$ cat config.mk
export PLATFORM = sky130hd
export DESIGN_NAME = pulse_stretch
export DESIGN_NICKNAME = d
export VERILOG_FILES = /design/src/rtl/pulse_stretch.sv
export SDC_FILE = /design/constraint.sdc
export NUM_CORES = 1
export LEC_CHECK = 0
export BUFFER_PORTS_ARGS = -buffer_cell sky130_fd_sc_hd__buf_2
export CAP_MARGIN = 30
export CORE_ASPECT_RATIO = 0.9
export CORE_UTILIZATION = 60
export DETAILED_ROUTE_END_ITERATION = 8
export PLACE_DENSITY = 0.78
export SLEW_MARGIN = 20
export SYNTH_ARGS = -nofsm -noshare
export SYNTH_HDL_FRONTEND = slang
export SYNTH_SLANG_ARGS = --single-unit
$ cat constraint.sdc
create_clock -name CLK -period 4.4 [get_ports CLK]
set_input_delay 0.22 -clock CLK [delete_from_list [all_inputs] [get_ports CLK]]
set_output_delay 0.22 -clock CLK [all_outputs]
set_load 0.1 [all_outputs]
$ cat src/rtl/pulse_stretch.sv
// Stretches one-cycle strobes into HIGH_CYCLES-long level pulses separated by GAP_CYCLES low gaps.
// Optional retrigger (define PULSE_STRETCH_RETRIGGER_EN): a strobe during HIGH restarts the high time.
module pulse_stretch #(
    parameter int HIGH_CYCLES = 20000000,
    parameter int GAP_CYCLES  = 1000000,
    parameter int CNT_W       = 26,
    parameter int PEND_W      = 4
) (
    input  logic              CLK,
    input  logic              RST,
    input  logic              PULSE,
    output logic              LEVEL,
    output logic              BUSY,
    output logic [PEND_W-1:0] PENDING,
    output logic              OVERFLOW
);

    typedef enum logic [1:0] {
        S_IDLE = 2'd0,
        S_HIGH = 2'd1,
        S_GAP  = 2'd2
    } state_t;

    localparam logic [CNT_W-1:0]  HIGH_LAST = CNT_W'(HIGH_CYCLES - 1);
    localparam logic [CNT_W-1:0]  GAP_LAST  = CNT_W'(GAP_CYCLES - 1);
    localparam logic [PEND_W-1:0] PEND_MAX  = {PEND_W{1'b1}};

    state_t             state_q, state_d;
    logic [CNT_W-1:0]   cnt_q, cnt_d;
    logic [PEND_W-1:0]  pend_q, pend_d;
    logic               ovf_q, ovf_d;
    logic               level_q;

    logic               pend_nz;
    logic               start;
    logic               take_start;
    logic               queue_pulse;

    assign pend_nz = (pend_q != '0);
    assign start   = PULSE | pend_nz;

    always_comb begin
        state_d     = state_q;
        cnt_d       = cnt_q;
        pend_d      = pend_q;
        ovf_d       = ovf_q;
        take_start  = 1'b0;
        queue_pulse = 1'b0;

        case (state_q)
            S_IDLE: begin
                if (start) begin
                    state_d    = S_HIGH;
                    cnt_d      = '0;
                    take_start = 1'b1;
                end
            end
            S_HIGH: begin
`ifdef PULSE_STRETCH_RETRIGGER_EN
                if (PULSE) begin
                    cnt_d = '0;
                end else
`else
                queue_pulse = PULSE;
`endif
                if (cnt_q == HIGH_LAST) begin
                    state_d = S_GAP;
                    cnt_d   = '0;
                end else begin
                    cnt_d = cnt_q + 1'b1;
                end
            end
            S_GAP: begin
                if (cnt_q == GAP_LAST) begin
                    cnt_d = '0;
                    if (start) begin
                        state_d    = S_HIGH;
                        take_start = 1'b1;
                    end else begin
                        state_d = S_IDLE;
                    end
                end else begin
                    cnt_d       = cnt_q + 1'b1;
                    queue_pulse = PULSE;
                end
            end
            default: begin
                state_d = S_IDLE;
                cnt_d   = '0;
            end
        endcase

        // A start with a fresh strobe and a queued event nets to no change.
        if (take_start) begin
            if (pend_nz && !PULSE) begin
                pend_d = pend_q - 1'b1;
            end
        end else if (queue_pulse) begin
            if (pend_q != PEND_MAX) begin
                pend_d = pend_q + 1'b1;
            end else begin
                ovf_d = 1'b1;
            end
        end
    end

    always_ff @(posedge CLK) begin
        if (RST) begin
            state_q <= S_IDLE;
            cnt_q   <= '0;
            pend_q  <= '0;
            ovf_q   <= 1'b0;
            level_q <= 1'b0;
        end else begin
            state_q <= state_d;
            cnt_q   <= cnt_d;
            pend_q  <= pend_d;
            ovf_q   <= ovf_d;
            level_q <= (state_d == S_HIGH);
        end
    end

    assign LEVEL    = level_q;
    assign BUSY     = (state_q != S_IDLE);
    assign PENDING  = pend_q;
    assign OVERFLOW = ovf_q;

endmodule

==> results_dict.tcl <==
set metrics [dict create \
    outcome "completed" \
    ant_nets 0 \
    synthTopCellsByArea "dfxtp_1 (35%), xnor2_1 (4.9%), a21oi_1 (4.9%)" \
    yosysWarnings 0 \
    yosysMostFrequentCell "dfxtp_1" \
    rows 19 \
    grt_usage_pct 26.0 \
    grt_pass1_wl_um 6840 \
    dieArea_mm2 0.00348 \
    synth_area_mm2 0.00195 \
    pwr-share-clk_pct 17.8 \
    die_height_um 56.1 \
    pwr-share-seq_pct 36.8 \
    routed_wl_um 4110 \
    yosysTopAreaCell "dfxtp_1" \
    intPower_w 0.000524 \
    crit_chain "or4b_4 -> nor4_4 -> a41oi_4 -> or2_2 -> xnor2_1 -> ha_1 -> or4_1 -> a211oi_1 -> mux2_2" \
    finish.instance_area_mm2 0.00210 \
    slowest_stage "or4b_4" \
    synth_ff_type "dfxtp_1" \
    syn_avg_cell_area_um2 8.16 \
    clock-skew-final_ns 0.00207 \
    sw_frac_of_total_pct 44.9 \
    timing.final.hold_violations 0 \
    clockRootBuffer "clkbuf_4" \
    path_clk_slew_ns 0.10 \
    pwr-share-comb_pct 45.3 \
    worst_pin_slew_ns 0.755 \
    cts.sinks 34 \
    wl_per_cell_um 14.0 \
    clk-insertion-delay-late_ns 0.33 \
    seq_area_frac_synth_pct 34.9 \
    first_global_vias 1523 \
    wl_met2_um 1810 \
    htreeDepth 2 \
    ir_worst_vdd_mv 0.215 \
    synth_edf_count 0 \
    cts_resized 0 \
    crit_required_ns 4.62 \
    start_util_pct 63.6 \
    dp_hpwl_um 2970 \
    relSlewSlack_pct 49.6 \
    cpLargestDelayFamily "simple AND/OR/NAND/NOR gates" \
    crit_arrival_ns 3.62 \
    cts_hold_buf 0 \
    viasPerCell 5.89 \
    ys_ff_latch 34 \
    finalSetupTns_ns 0 \
    finalSetupViolations 0 \
    crit_buf_inv 0 \
    top_layer_used "met4" \
    hp-class "primary input to register" \
    io_pins 10 \
    drt_first_pass_iters 4 \
    cts_tree "built" \
    crit_type "register to register" \
    rsz0062_at_grt "false" \
    powerDensity_mw_per_mm2 452 \
    drv_cap 0 \
    p_total_w 0.000951 \
    cts_setup_buffers 0 \
    drive_above_1_share_pct 10.7 \
    ys_top_cells_by_count "dfxtp_1 (34), nor2_1 (24), a21oi_1 (19), nand2_1 (18), nor3_1 (13)" \
    cp_slowest_stage_delay_ns 0.51 \
    routabilityCongestion 0.817 \
    area_delta_synth_final_pct 7.96 \
    drc 0 \
    cts_made_buffers 5 \
    min_period_ns 3.40 \
    antenna_found_initial 0 \
    grt_max_degree 31 \
    die_w_um 62.1 \
    overflow 0 \
    max_freq_ghz 0.294 \
    pre_cts_slack_ns 1.03 \
    diodes 0 \
    syn_inst 239 \
    dpl_cell_area_mm2 0.00205 \
    met1_length_um 2090 \
    ys_async_sr_fraction_pct 0 \
    final_nets 262 \
    place_inst 288 \
    fin_crit_sh_pct 77.3 \
    wl_met3_um 166 \
    via_count 1732 \
    p_sw_w 0.000427 \
    cp_max_fo 7 \
    stdcell_count 294 \
    critPathCaptureType "register" \
    drtIter0Drc 121 \
    port_buffers 9 \
    clock_path_buffers 2 \
    p_leak_nw 0.699 \
    start_kind "register" \
    fin_ws_ns 1.00 \
    core-area_mm2 0.00307 \
    slew_viol_final 0 \
    netlist.area_leader.share_pct 34.9 \
    synth_cell_types 46 \
    syn_nets 248 \
]
[per-layer routing]
| layer | global-route usage [%] | up-vias |
|---|---|---|
| met5 | 0 | - |
| met4 | 7.94 | 0 |
| met3 | 5.81 | 7 |
| met2 | 37.7 | 24 |
| met1 | 37.7 | 794 |
| li1 | - | 907 |
[state kept, by name, indices dropped and copies added (netlist names)]
name / flops
state_q: 2
PENDING: 4
cnt_q: 26
LEVEL: 1
OVERFLOW: 1
[per-stage QoR]
step	utilization (%)	hold WS, ns
2_1_floorplan	-	0.414
3_3_place_gp	67.0	0.462
3_5_place_dp	67.0	0.459
4_1_cts	68.6	0.318
5_1_grt	68.6	0.349
6_report	68.6	0.328
[power by group through the flow]
stage	Sequential [W]	Combinational (W)	Clock, W
2_1_floorplan	0.000457	0.000242	0
3_3_place_gp	0.000357	0.000423	0
3_5_place_dp	0.000358	0.000423	0
4_1_cts	0.000351	0.000428	0.000175
5_1_grt	0.000356	0.000466	0.000184
6_report	0.000350	0.000431	0.000170
[cell usage in the layout (no fill, tap or decap), types with 2 or more instances in the layout]
cell type	n
dfxtp_1	34
nor2_1	24
a21oi_1	19
nand2_1	18
nor3_1	13
inv_1	12
xnor2_1	11
nand4_1	9
buf_2	9
or3_1	8
nand3_1	8
and2_1	8
and3_1	7
o21ai_0	6
ha_1	6
a211oi_1	5
clkbuf_4	5
or4_1	4
o32ai_1	4
a31oi_1	4
buf_4	4
nor4_1	3
nand2b_1	2
o31ai_1	2
mux2i_1	2
nand3b_1	2
xor2_1	2
[cells by family after synthesis]
kind of cell,Yosys count,share of synthesized area [%]
simple gates,114,31.8
compound gates,50,17.7
flops,34,34.9
buf+inv,18,3.53
xor+xnor,13,5.84
fa+ha+maj,6,3.85
mux,4,2.37
[cell type report]
type	instances	area [µm²]
Fill cell	269	962
Tap cell	42	52.6
Clock buffer	6	51.3
Timing Repair Buffer	13	75.1
Inverter	12	45.0
Multi-Input combinational cell	187	1200
Sequential cell	34	681
[worst reg2reg max path, cell delays in order, from the launching register on]
cell	delay [ns]
dfxtp_1	0.43
or4b_4	0.51
nor4_4	0.35
a41oi_4	0.22
or2_2	0.36
xnor2_1	0.14
ha_1	0.19
or4_1	0.50
a211oi_1	0.24
mux2_2	0.36
[worst paths after layout]
path / start / endpoint / slack [ns] / cells after the start
worst max-delay path: cnt_q[9]$_SDFFE_PP0P_ / PENDING[2]$_SDFFE_PP0P_ / 1.00 / 9
worst min-delay path: RST / OVERFLOW$_SDFFE_PP0P_ / 0.33 / 2
worst max register to register: cnt_q[9]$_SDFFE_PP0P_ / PENDING[2]$_SDFFE_PP0P_ / 1.00 / 9
worst min register to register: OVERFLOW$_SDFFE_PP0P_ / OVERFLOW$_SDFFE_PP0P_ / 0.47 / 2
Note: power is estimated with default switching activity, not from simulation.
